**config.mk**
```make
export PLATFORM = sky130hd
export DESIGN_NAME = seg_scan_decoder_flat
export DESIGN_NICKNAME = d
export VERILOG_FILES = /design/src/rtl/seg_scan_decoder_pkg.sv /design/src/rtl/seg_scan_decoder_if.sv /design/src/rtl/seg_scan_decoder_decode.sv /design/src/rtl/seg_scan_decoder.sv /design/src/flat_wrapper.sv
export SDC_FILE = /design/constraint.sdc
export NUM_CORES = 1
export LEC_CHECK = 0
export ABC_AREA = 1
export BUFFER_PORTS_ARGS = -buffer_cell sky130_fd_sc_hd__buf_2
export CORE_MARGIN = 2
export CORE_UTILIZATION = 40
export DETAILED_ROUTE_END_ITERATION = 12
export GPL_TIMING_DRIVEN = 0
export SLEW_MARGIN = 0
export SYNTH_ARGS = -nofsm -noshare
export SYNTH_HDL_FRONTEND = slang
export SYNTH_HIERARCHICAL = 1
export SYNTH_SLANG_ARGS = --single-unit
```
**constraint.sdc**
```tcl
create_clock -name clk -period 3.7 [get_ports clk]
set_input_delay 0.74 -clock clk [delete_from_list [all_inputs] [get_ports clk]]
set_output_delay 0.74 -clock clk [all_outputs]
set_load 0.01 [all_outputs]
```
**src/rtl/seg_scan_decoder_pkg.sv**
```systemverilog
// Shared seven-segment definitions: gfedcba digit codes, scan FSM states and the
// pattern <-> BCD helpers used by both the display encoder and the scan decoder.
package seg_pkg;

    localparam int unsigned NDIGITS = 8;

    localparam logic [6:0] SEG_0 = 7'b011_1111;
    localparam logic [6:0] SEG_1 = 7'b000_0110;
    localparam logic [6:0] SEG_2 = 7'b101_1011;
    localparam logic [6:0] SEG_3 = 7'b100_1111;
    localparam logic [6:0] SEG_4 = 7'b110_0110;
    localparam logic [6:0] SEG_5 = 7'b110_1101;
    localparam logic [6:0] SEG_6 = 7'b111_1101;
    localparam logic [6:0] SEG_7 = 7'b000_0111;
    localparam logic [6:0] SEG_8 = 7'b111_1111;
    localparam logic [6:0] SEG_9 = 7'b110_1111;
    localparam logic [6:0] BLANK = 7'b000_0000;

    typedef enum logic [1:0] {
        ST_IDLE,
        ST_SETTLE,
        ST_HOLD
    } scan_state_e;

    typedef struct packed {
        logic       ok;
        logic [3:0] bcd;
    } digit_dec_t;

    function automatic digit_dec_t seg_decode(input logic [6:0] pat);
        digit_dec_t r;
        r.ok = 1'b1;
        case (pat)
            SEG_0:   r.bcd = 4'd0;
            SEG_1:   r.bcd = 4'd1;
            SEG_2:   r.bcd = 4'd2;
            SEG_3:   r.bcd = 4'd3;
            SEG_4:   r.bcd = 4'd4;
            SEG_5:   r.bcd = 4'd5;
            SEG_6:   r.bcd = 4'd6;
            SEG_7:   r.bcd = 4'd7;
            SEG_8:   r.bcd = 4'd8;
            SEG_9:   r.bcd = 4'd9;
            default: begin
                r.ok  = 1'b0;
                r.bcd = 4'hF;
            end
        endcase
        return r;
    endfunction

    function automatic logic [6:0] seg_encode(input logic [3:0] bcd);
        case (bcd)
            4'd0:    return SEG_0;
            4'd1:    return SEG_1;
            4'd2:    return SEG_2;
            4'd3:    return SEG_3;
            4'd4:    return SEG_4;
            4'd5:    return SEG_5;
            4'd6:    return SEG_6;
            4'd7:    return SEG_7;
            4'd8:    return SEG_8;
            4'd9:    return SEG_9;
            default: return BLANK;
        endcase
    endfunction

    function automatic logic is_onehot(input logic [NDIGITS-1:0] v);
        return (v != '0) && ((v & (v - 1'b1)) == '0);
    endfunction

    function automatic logic [2:0] onehot_index(input logic [NDIGITS-1:0] v);
        logic [2:0] idx;
        idx = '0;
        for (int unsigned i = 0; i < NDIGITS; i++) begin
            if (v[i]) idx = 3'(i);
        end
        return idx;
    endfunction

endpackage

```
**src/rtl/seg_scan_decoder_if.sv**
```systemverilog
// Multiplexed seven-segment bus plus the rebuilt-frame outputs of the scan decoder.
interface seg_scan_decoder_if;
    logic [7:0]  seg_in;
    logic [7:0]  an_in;
    logic [31:0] value;
    logic [7:0]  dp;
    logic [7:0]  digit_valid;
    logic        frame_valid;
    logic        frame_err;
    logic        stale;

    modport master (
        output seg_in, an_in,
        input  value, dp, digit_valid, frame_valid, frame_err, stale
    );

    modport slave (
        input  seg_in, an_in,
        output value, dp, digit_valid, frame_valid, frame_err, stale
    );
endinterface

```
**src/rtl/seg_scan_decoder_decode.sv**
```systemverilog
// Combinational segment-pattern decoder: 7-bit gfedcba -> {ok, BCD}, 4'hF when undecodable.
module seg_digit_decode
    import seg_pkg::*;
(
    input  logic [6:0] pattern_i,
    output logic       ok_o,
    output logic [3:0] bcd_o
);
    digit_dec_t dec;

    always_comb begin
        dec   = seg_decode(pattern_i);
        ok_o  = dec.ok;
        bcd_o = dec.bcd;
    end
endmodule

```
**src/rtl/seg_scan_decoder.sv**
```systemverilog
// Samples a multiplexed seven-segment bus and rebuilds the 8-digit BCD frame it shows,
// flagging bad patterns, multi-hot enables and a stalled scan.
module seg_scan_decoder
    import seg_pkg::*;
#(
    parameter int unsigned SETTLE      = 4,
    parameter int unsigned TIMEOUT     = 2**20,
    parameter bit          SEG_ACT_LOW = 1'b0,
    parameter bit          AN_ACT_LOW  = 1'b0
) (
    input logic              clk,
    input logic              reset,
    seg_scan_decoder_if.slave bus
);
    localparam int unsigned CW = $clog2(SETTLE + 1);
    localparam int unsigned TW = $clog2(TIMEOUT + 1);
    localparam logic [CW-1:0] SETTLE_C  = CW'(SETTLE);
    localparam logic [CW-1:0] SETTLE_M1 = CW'(SETTLE - 1);
    localparam logic [TW-1:0] TIMEOUT_C = TW'(TIMEOUT);

    logic [7:0]    seg_q, an_q, an_prev_q;
    scan_state_e   state_q, state_d;
    logic [CW-1:0] cnt_q, cnt_d, mh_cnt_q, mh_cnt_d;
    logic [TW-1:0] tmo_q, tmo_d;
    logic [31:0]   value_q, value_d;
    logic [7:0]    dp_q, dp_d, dv_q, dv_d, dv_cap;
    logic          fv_q, fv_d, err_q, err_d, stale_q, stale_d;

    logic          cap, restart, mh_hit;
    logic          an_onehot, an_multi, an_same;
    logic          dec_ok;
    logic [3:0]    dec_bcd;
    logic [2:0]    cap_idx;

    seg_digit_decode u_dec (
        .pattern_i (seg_q[6:0]),
        .ok_o      (dec_ok),
        .bcd_o     (dec_bcd)
    );

    assign an_onehot = is_onehot(an_q);
    assign an_multi  = (an_q != '0) && !an_onehot;
    assign an_same   = (an_q == an_prev_q);
    assign cap_idx   = onehot_index(an_q);

    // HOLD and a broken SETTLE fall through to the IDLE evaluation in the same cycle.
    always_comb begin
        state_d = state_q;
        cnt_d   = cnt_q;
        cap     = 1'b0;
        restart = 1'b0;
        case (state_q)
            ST_IDLE:   restart = 1'b1;
            ST_SETTLE: begin
                if (!an_same) begin
                    restart = 1'b1;
                end else if (cnt_q == SETTLE_M1) begin
                    cap     = 1'b1;
                    state_d = ST_HOLD;
                end else begin
                    cnt_d = cnt_q + CW'(1);
                end
            end
            ST_HOLD:   restart = !an_same;
            default:   restart = 1'b1;
        endcase
        if (restart) begin
            if (an_onehot) begin
                cnt_d = CW'(1);
                if (SETTLE == 1) begin
                    cap     = 1'b1;
                    state_d = ST_HOLD;
                end else begin
                    state_d = ST_SETTLE;
                end
            end else begin
                cnt_d   = '0;
                state_d = ST_IDLE;
            end
        end
    end

    always_comb begin
        mh_cnt_d = '0;
        if (an_multi) begin
            if (an_same && (mh_cnt_q != '0))
                mh_cnt_d = (mh_cnt_q == SETTLE_C) ? mh_cnt_q : mh_cnt_q + CW'(1);
            else
                mh_cnt_d = CW'(1);
        end
        mh_hit = an_multi && (mh_cnt_d == SETTLE_C);
    end

    always_comb begin
        value_d = value_q;
        dp_d    = dp_q;
        dv_d    = dv_q;
        fv_d    = 1'b0;
        err_d   = err_q;
        tmo_d   = tmo_q;
        stale_d = stale_q;
        dv_cap  = dv_q | (8'd1 << cap_idx);
        if (cap) begin
            value_d[{cap_idx, 2'b00} +: 4] = dec_bcd;
            dp_d[cap_idx] = seg_q[7];
            tmo_d   = '0;
            stale_d = 1'b0;
            // Completing capture: pulse and restart the frame; only its own error survives.
            if (dv_cap == '1) begin
                fv_d  = 1'b1;
                dv_d  = '0;
                err_d = !dec_ok;
            end else begin
                dv_d  = dv_cap;
                err_d = err_q | !dec_ok;
            end
        end else begin
            if (mh_hit) err_d = 1'b1;
            if (tmo_q != TIMEOUT_C) tmo_d = tmo_q + TW'(1);
            stale_d = (tmo_d == TIMEOUT_C);
            if (stale_d) dv_d = '0;
        end
    end

    always_ff @(posedge clk or negedge reset) begin
        if (!reset) begin
            seg_q     <= '0;
            an_q      <= '0;
            an_prev_q <= '0;
            state_q   <= ST_IDLE;
            cnt_q     <= '0;
            mh_cnt_q  <= '0;
            tmo_q     <= '0;
            value_q   <= '1;
            dp_q      <= '0;
            dv_q      <= '0;
            fv_q      <= 1'b0;
            err_q     <= 1'b0;
            stale_q   <= 1'b0;
        end else begin
            seg_q     <= bus.seg_in ^ {8{SEG_ACT_LOW}};
            an_q      <= bus.an_in ^ {8{AN_ACT_LOW}};
            an_prev_q <= an_q;
            state_q   <= state_d;
            cnt_q     <= cnt_d;
            mh_cnt_q  <= mh_cnt_d;
            tmo_q     <= tmo_d;
            value_q   <= value_d;
            dp_q      <= dp_d;
            dv_q      <= dv_d;
            fv_q      <= fv_d;
            err_q     <= err_d;
            stale_q   <= stale_d;
        end
    end

    assign bus.value       = value_q;
    assign bus.dp          = dp_q;
    assign bus.digit_valid = dv_q;
    assign bus.frame_valid = fv_q;
    assign bus.frame_err   = err_q;
    assign bus.stale       = stale_q;

endmodule

```
**src/flat_wrapper.sv**
```systemverilog
// flat-port wrapper written by rule: the top's interface ports become plain ports
module seg_scan_decoder_flat import seg_pkg::*;
#(
    parameter int unsigned SETTLE      = 4,
    parameter int unsigned TIMEOUT     = 2**20,
    parameter bit          SEG_ACT_LOW = 1'b0,
    parameter bit          AN_ACT_LOW  = 1'b0
)
  (clk, reset, bus_seg_in, bus_an_in, bus_value, bus_dp, bus_digit_valid, bus_frame_valid, bus_frame_err, bus_stale);
  seg_scan_decoder_if bus_i ();
  input logic clk;
  input logic reset;
  input wire logic [$bits(bus_i.seg_in)-1:0] bus_seg_in;
  input wire logic [$bits(bus_i.an_in)-1:0] bus_an_in;
  output wire logic [$bits(bus_i.value)-1:0] bus_value;
  output wire logic [$bits(bus_i.dp)-1:0] bus_dp;
  output wire logic [$bits(bus_i.digit_valid)-1:0] bus_digit_valid;
  output wire logic [$bits(bus_i.frame_valid)-1:0] bus_frame_valid;
  output wire logic [$bits(bus_i.frame_err)-1:0] bus_frame_err;
  output wire logic [$bits(bus_i.stale)-1:0] bus_stale;
  assign bus_i.seg_in = bus_seg_in;
  assign bus_i.an_in = bus_an_in;
  assign bus_value = bus_i.value;
  assign bus_dp = bus_i.dp;
  assign bus_digit_valid = bus_i.digit_valid;
  assign bus_frame_valid = bus_i.frame_valid;
  assign bus_frame_err = bus_i.frame_err;
  assign bus_stale = bus_i.stale;
  seg_scan_decoder #(.SETTLE(SETTLE), .TIMEOUT(TIMEOUT), .SEG_ACT_LOW(SEG_ACT_LOW), .AN_ACT_LOW(AN_ACT_LOW)) u_core (.clk(clk), .reset(reset), .bus(bus_i));
endmodule
```
; After elaboration in Yosys (flattened, before gate mapping)
; Cells that the tools add are included.
[word_totals]
inputBits = 18
reg_bits = 104
output_inout_bits = 51
word_cells = 108
[classes]
order_cmp = 2
n_eq_ne = 20
shifts = 3
add_sub_neg = 5
n_reduce_logical = 19
n_bitwise = 3
n_mux = 43
[op_table]
columns = operator, n
row1 = $mux 21, 3
row2 = $eq 7x7->1 const B, 7
row3 = $pmux 4 s10, 1
row4 = $mux 3, 11
row5 = $bwmux 32, 1
row6 = $shift 4x7->32 const A, 1
row7 = $shiftx 4x7->32, 1
row8 = $mux 8, 3
row9 = $add 21x1->21 const B, 1
row10 = $eq 21x21->1 const B, 1
row11 = $ne 21x21->1 const B, 1
row12 = $mux 1, 15
row13 = $eq 7x3->1 const B, 2
row14 = $mux 2, 6
row15 = $reduce_bool 2->1, 5
row16 = $reduce_or 10->1, 1
row17 = $and 8x8->8, 1
row18 = $bwmux 8, 1
row19 = $eq 8x8->1, 1
row20 = $eq 8x8->1 const B, 1
row21 = $logic_not 8->1, 1
row22 = $or 8x8->8, 1
row23 = $reduce_bool 8->1, 1
row24 = $shl 1x3->8 const A, 1
row25 = other kinds (18), 27

; Longest topological paths before layout
; Gate-level depths: netlist of run 1.
[depth]
depth_word = 12
depth_mapped = 16
depth_no_buf = 15

; Modules after synthesis
; The synthesis of run 1 kept the hierarchy.
[by_module_without_submodules]
columns = module, seq_area_each_um2, n_inst, cells_each, area_per_inst_um2
row1 = seg_scan_decoder, 2642.5, 1, 615, 5161.2
row2 = seg_digit_decode, 0.0, 1, 53, 254.0

; Worst setup path before layout of run 1
; OpenSTA, ideal clock, no wires.
[synth_path]
path_type = flip-flop to flip-flop
startpoint = register u_core.an_q[4]
endpoint = register u_core.value_q[0], in the netlist u_core/bus.value[0]
stages_incl_launch_ff = 11
arrival_time_ns = 2.147
t_required_ns = 3.626
path_slack_ns = 1.479
setup_ns = 0.074
path_buffers = 0
period_less_slack_ns = 2.221
cell_sequence = dfrtp_1 > nor2_1 > inv_1 > nor2_1 > nor2_1 > ha_1 > ha_1 > clkinv_1 > nor3_1 > nand4_2 > a21oi_1
[synth_via]
elab_chain_len = 7
elab_cells_between_ends = 11
cone_classes = 1 x add/sub / 1 x eq/ne / 2 x shift / 7 x mux
[synth_rtl]
columns = item, line
row1 = "start, declared", seg_scan_decoder.sv:21  ; logic [7:0] seg_q, an_q, an_prev_q;
row2 = "start signal, assigned", seg_scan_decoder.sv:142  ; an_q <= bus.an_in ^ {8{AN_ACT_LOW}};
row3 = $mux 3 (4 in series), seg_scan_decoder_pkg.sv:76  ; if (v[i]) idx = 3'(i);
row4 = $neg 5->7, seg_scan_decoder.sv:104  ; value_d[{cap_idx, 2'b00} +: 4] = dec_bcd;
row5 = $shiftx 4x7->32 or $shift 4x7->32 (tied branches), seg_scan_decoder.sv:104
row6 = $bwmux 32, seg_scan_decoder.sv:104
row7 = "end signal, assigned", seg_scan_decoder.sv:148  ; value_q <= value_d;
row8 = "end, declared", seg_scan_decoder.sv:25  ; logic [31:0] value_q, value_d;
; Parallel ways exist; a longest one is shown, timed or not.
; A chain may end at the register's enable or synchronous reset.

; Worst setup path in the final report of run 1
[layout_path]
startpoint = register u_core.an_q[4]
endpoint = register u_core.value_q[2], in the netlist u_core/bus.value[2]
; The elaborated chain is that of the path after synthesis.

==> impl_metrics.toml, run 1 <==
[yosys]
ys_seq_area_frac = 0.488
yosys_warnings = 6
postSynthCellCount = 668
syn_nets = 700
synth_seq_cells = 104
netlist_area_sq_mm = 0.00542
ys_types = 37
synth.avg_cell_area_sq_um = 8.11

[placement]
port_buffers = 68
place.gp.congestion = 0.912
placed_area_sq_mm = 0.00601
hpwl_mm = 8.92

[setup_path]
crit_end = "u_core/bus.value[2]$_DFFE_PN1P_"
crit_type = "flip-flop to flip-flop"
ff2ff_setup_slack_ns = 1.13
rr_worst_depth = 10
r2r_end = "u_core/bus.value[2]$_DFFE_PN1P_"
path_delay_family = "simple AND/OR/NAND/NOR gates"
crit_path_cell_trace = "nor2_1, inv_1, nor2_1, nor2_1, ha_1, ha_1, clkinv_1, nor3_1, nand4_2, a21oi_1"
critPathLaunchType = "flip-flop"
path_buf_inv = 2
worstSetupEndpointType = "flip-flop"
critPathRequiredTime_ns = 3.98
arrival_ns = 2.86
path_common_cell = "nor2_1"
cp.depth = 10
reg2reg_from = "u_core/an_q[4]$_DFF_PN0_"
crit_slowest_cell = "dfrtp_1"
slowest_delay_ns = 0.44
critPathLaunch = "u_core/an_q[4]$_DFF_PN0_"
crit_fanout = 9

[power_and_ir_drop]
p_comb_frac = 0.048
p_int_mw = 1.79
power.switching_mw = 0.535
seqPwrFrac = 0.502
switching_share = 0.230
p_clk_frac = 0.450
max-vdd-ir-drop_v = 0.000293
power_density_mw_per_mm2 = 366
p_leak_nw = 3.26

[global_routing]
grt_pass1_wl_mm = 19.9
grt_pass1_vias = 4210
grtUsageTotal = 0.172
grt_max_degree = 74
grtUsageMet1 = 0.214
antenna_found_initial = 0
top_usage_layer = "met2"
overflow = 0
globalRouteMet2Util = 0.295
use_met3 = 0.0528

[run]
cap_violations = 0

[cts]
cts.sinks = 104
cts_buffer_depth = 2
cts_resized = 0
cts_tree = "yes"
cts_setup_buffers = 0
path_clk_slew_ns = 0.07
cts_buffers = 9
cts_htree_levels = 3
cts_hold_buf = 0
cts_root_buffer = "clkbuf_16"
worstSkewPairLatency_ns = 0.35

[timing]
fin_tns_setup_ns = 0
rsz0062_at_grt = "no"
drv_slew = 0
worstMarginPinSlew_ns = 0.444
skew_ns = 0.00662
min_period_over_period = 0.696
period_needed_ns = 2.57
max_freq_mhz = 388
slew_headroom = 0.704
finalHoldViolations = 0
setup_viol_count_final = 0

[drt]
dr.pass1.iters = 4
vias = 4379
drcViolationCount = 0
viasPerCell = 4.71
drt-total-wl_mm = 11.8
avgRoutedWirePerCell_um = 12.7
antenna_left = 0
first_iter_violations = 219

[floorplan]
core_region_area_sq_mm = 0.0132
start_util = 0.409
placementRows = 42
fp.dieH_um = 120
die_width_um = 120
dieArea_sq_mm = 0.0145
ioPinCount = 69

[worst_hold_path]
min_path_type = "input port to asynchronous set/reset pin"

[final_layout]
layout-drive-gt1-share = 0.234
fin_area_sq_mm = 0.00634
antenna_cells = 0
area_growth_pct = 17.0
nets = 780

[outcome]
outcome = "finished clean"
==> state kept, by name (all words and copies together), names as in the netlist, 2 cells and up <==
register and cells:
u_core/an_prev_q 8, u_core/an_q 8, u_core/bus.digit_valid 8, u_core/bus.dp 8, u_core/bus.value 32, u_core/cnt_q 3, u_core/mh_cnt_q 3, u_core/seg_q 8
u_core/state_q 2, u_core/tmo_q 21
==> layout by cell type (no fill, tap or decap), types with 7 or more instances in the layout <==
master / netlist / final
a21oi_1: 20 / 20
buf_2: 3 / 70
clkbuf_16: 0 / 9
dfrtp_1: 72 / 72
dfstp_2: 32 / 32
ha_1: 14 / 14
inv_1: 80 / 80
inv_2: 8 / 8
nand2_1: 169 / 169
nand2_2: 13 / 13
nand3_1: 53 / 53
nand4_1: 11 / 11
nor2_1: 88 / 88
nor2_2: 9 / 9
nor2_4: 7 / 7
o21ai_0: 28 / 28
o21ai_1: 14 / 14
xor2_1: 13 / 13
==> metal layers <==
layer / share of wire / wire length [um]
met1: 0.45 / 5290
met5: 0 / 0
met2: 0.49 / 5740
met4: 0.011 / 128
met3: 0.054 / 636
==> cells by family (layout without fill, tap and decap cells) <==
group / after synthesis / in the layout / synth area share
xor+xnor: 13 / 13 / 0.0210
fa+ha+maj: 14 / 14 / 0.0323
simple gates: 370 / 370 / 0.316
buf+inv: 96 / 181 / 0.0705
compound gates: 71 / 71 / 0.0723
flops: 104 / 104 / 0.488
==> power by group through the flow <==
stage / Combinational (mW) / Sequential [mW] / Clock, mW
finish: 0.111 / 1.17 / 1.05
global route: 0.128 / 1.17 / 1.12
CTS: 0.115 / 1.17 / 1.08
detailed placement: 0.114 / 1.19 / 0
global placement: 0.108 / 1.19 / 0
floorplan: 0.0639 / 1.18 / 0
==> through the flow <==
step	total power [mW]	setup WS, ns	utilization	hold slack [ns]	instances
after floorplan	1.25	1.48	-	0.411	668
after global placement	1.29	0.768	0.451	0.435	912
after detailed placement	1.30	1.13	0.454	0.437	913
after CTS	2.36	1.09	0.479	0.333	929
after global routing	2.42	0.827	0.479	0.358	929
final	2.32	1.13	0.479	0.322	929
==> cell type report <==
cell class	instances	area (sq um)
plain buffers	6	41.3
inverters	90	340
flip-flops and latches	104	2640
repair buffers	69	370
clock buffers	9	225
well taps	176	220
multi-input cells	468	2390
fillers	1334	6910
clock inverters	7	106
==> Yosys cell counts (all sizes together) <==
library cell,number,area share
a21oi,21,0.021
o21ai,42,0.039
nand2,186,0.14
and2,1,0.0012
o22a,1,0.0016
nand3,56,0.055
o21bai,5,0.0076
dfrtp,72,0.33
dfstp,32,0.16
a21o,1,0.0014
o31ai,1,0.0014
ha,14,0.032
nor2,105,0.090
nand3b,1,0.0014
inv,89,0.062
xor2,13,0.021
or2,2,0.0023
nor3,5,0.0067
clkinv,1,0.00069
nand4,14,0.020
buf,6,0.0076
==> how the worst min path moves through the flow <==
stage,start,end,slack [ns],cells past startpoint
3_5_place_dp,u_core/an_q[0]$_DFF_PN0_,u_core/an_prev_q[0]$_DFF_PN0_,0.44,0
3_3_place_gp,u_core/an_q[0]$_DFF_PN0_,u_core/an_prev_q[0]$_DFF_PN0_,0.44,0
2_1_floorplan,u_core/an_q[5]$_DFF_PN0_,u_core/an_prev_q[5]$_DFF_PN0_,0.41,0
5_1_grt,reset,u_core/tmo_q[4]$_DFF_PN0_,0.36,1
6_report,reset,u_core/tmo_q[6]$_DFF_PN0_,0.32,1
4_1_cts,reset,u_core/tmo_q[4]$_DFF_PN0_,0.33,1
(Power assumes the default switching activity.)
==> inputs of run 2 (changes only) <==
- clock period: 3.7 -> 2.7 ns (I/O delays scaled with it)
==> run 2 against run 1 <==
Effect of this change:
- die area did not move
- core utilization rose by 0.29 points
- combinational power rose by 44%
- worst setup slack got worse by 0.91 ns
- sequential share of layout area fell by 0.25 points
- wire length rose by 0.36%
- cell count rose by 0.43%
- register-to-register slack got worse by 0.91 ns
- critical path depth rose by 5
- via count rose by 0.14%
- critical path type unchanged
==> impl_metrics.toml, run 2 (synthesis gave the netlist of run 1 again) <==
[outcome]
outcome = "finished clean"

[timing]
finalHoldViolations = 0
worstMarginPinSlew_ns = 0.444
max_freq_mhz = 403
skew_ns = 0.00660
drv_slew = 0
worst_hold_slack_ns = 0.122
slew_headroom = 0.704
rsz0062_at_grt = "no"
fin_tns_setup_ns = 0
setup_viol_count_final = 0
min_period_over_period = 0.919
period_needed_ns = 2.48

[final_layout]
fin_cells = 933
largest_reg_flops = 32
fin_area_sq_mm = 0.00638
final_cell_mix = "nand2_1, nor2_1, inv_1"
area_growth_pct = 17.7
nets = 784
final_common_cell = "nand2_1"
layout-drive-gt1-share = 0.240
antenna_cells = 0

[global_routing]
grtUsageTotal = 0.172
grt_pass1_vias = 4210
antenna_found_initial = 0
grt_max_degree = 74
overflow = 0
grt_pass1_wl_mm = 19.9

[setup_path]
crit_slowest_cell = "dfrtp_1"
arrival_ns = 2.73
critPathLaunchType = "flip-flop"
crit_fanout = 11
slowest_delay_ns = 0.44
worstSetupEndpointType = "flip-flop"
critPathLaunch = "u_core/an_q[2]$_DFF_PN0_"
critPathRequiredTime_ns = 2.94
path_buf_inv = 3
reg2reg_from = "u_core/an_q[2]$_DFF_PN0_"
crit_path_cell_trace = "o21ai_1, nand2_1, nand2_1, a21oi_4, inv_1, ha_1, inv_1, o21bai_1, nand2_1, nor2_1, nand4_1, and2_1, buf_6, o21ai_0, nand2_1"
path_delay_family = "simple AND/OR/NAND/NOR gates"
path_common_cell = "nand2_1"
crit_type = "flip-flop to flip-flop"

[placement]
place.gp.congestion = 0.912
hpwl_mm = 8.92
port_buffers = 68
placedCellCount = 913
placed_area_sq_mm = 0.00601

[cts]
cts_root_buffer = "clkbuf_16"
cts.sinks = 104
worstSkewPairLatency_ns = 0.35
cts_buffer_depth = 2
cts_buffers = 9
path_clk_slew_ns = 0.07
cts_tree = "yes"
cts_hold_buf = 0
cts_htree_levels = 3

[run]
cap_violations = 0

[floorplan]
dieArea_sq_mm = 0.0145
placementRows = 42
fp.dieH_um = 120
ioPinCount = 69
core_region_area_sq_mm = 0.0132
start_util = 0.409
die_width_um = 120

[power_and_ir_drop]
p_total_mw = 3.19
power_density_mw_per_mm2 = 500
p_leak_nw = 3.28
max-vdd-ir-drop_v = 0.000402

[drt]
drt-total-wl_mm = 11.8
antenna_left = 0
drcViolationCount = 0
first_iter_violations = 211
vias = 4385
dr.pass1.iters = 5
avgRoutedWirePerCell_um = 12.7
viasPerCell = 4.70

[worst_hold_path]
min_path_type = "input port to asynchronous set/reset pin"
## run 2: cell types whose count changed in the layout (fill, tap and decap cells not counted)
cell	previous run	this run
buf_4	3	7
clkinv_1	1	0
clkinvlp_4	0	1
nor3_1	4	3
nor3_2	0	1
## run 2: per-layer routing
layer / track usage / part of all wire / up-vias
met5: 0 / 0 / -
met4: 0.0392 / 0.011 / 0
met3: 0.0528 / 0.055 / 11
met2: 0.295 / 0.49 / 74
met1: 0.214 / 0.45 / 2032
li1: - / - / 2268
## run 2: report_power, final
group          internal, mW  total (mW)  switching, mW
clock network         0.825        1.43          0.606
registers              1.58        1.60         0.0182
logic                0.0494       0.160          0.110
## run 2: layout make-up
| type | instances | area (sq um) |
|---|---|---|
| clock inverter | 7 | 106 |
| clock buffer | 9 | 225 |
| tap | 176 | 220 |
| timing repair buffer | 73 | 400 |
| sequential | 104 | 2640 |
| inverter | 90 | 344 |
| multi-input combinational | 468 | 2400 |
| fill | 1330 | 6870 |
| buffer | 6 | 41.3 |
## run 2: final timing paths
kind,cells past startpoint,end,slack [ns]
setup / recovery,15,u_core/bus.digit_valid[4]$_DFFE_PN0P_,0.22
min in group clk,1,u_core/an_q[1]$_DFF_PN0_,0.29
hold / removal,1,u_core/tmo_q[6]$_DFF_PN0_,0.12
hold reg to reg,0,u_core/an_prev_q[0]$_DFF_PN0_,0.45
setup reg to reg,15,u_core/bus.digit_valid[4]$_DFFE_PN0P_,0.22
max in group asynchronous,2,u_core/bus.value[0]$_DFFE_PN1P_,1.84
## run 2: timing repair
item,in CTS,in global routing
setup buffers,0,4
endpoints found under the setup margin,0,4
gates resized for setup,0,2
## run 2: stage by stage
stage | setup slack (ns) | utilization
floorplan | 0.479 | -
global placement | -0.0317 | 0.451
detailed placement | 0.133 | 0.454
CTS | 0.0943 | 0.479
global route | 0.00416 | 0.481
finish | 0.218 | 0.481
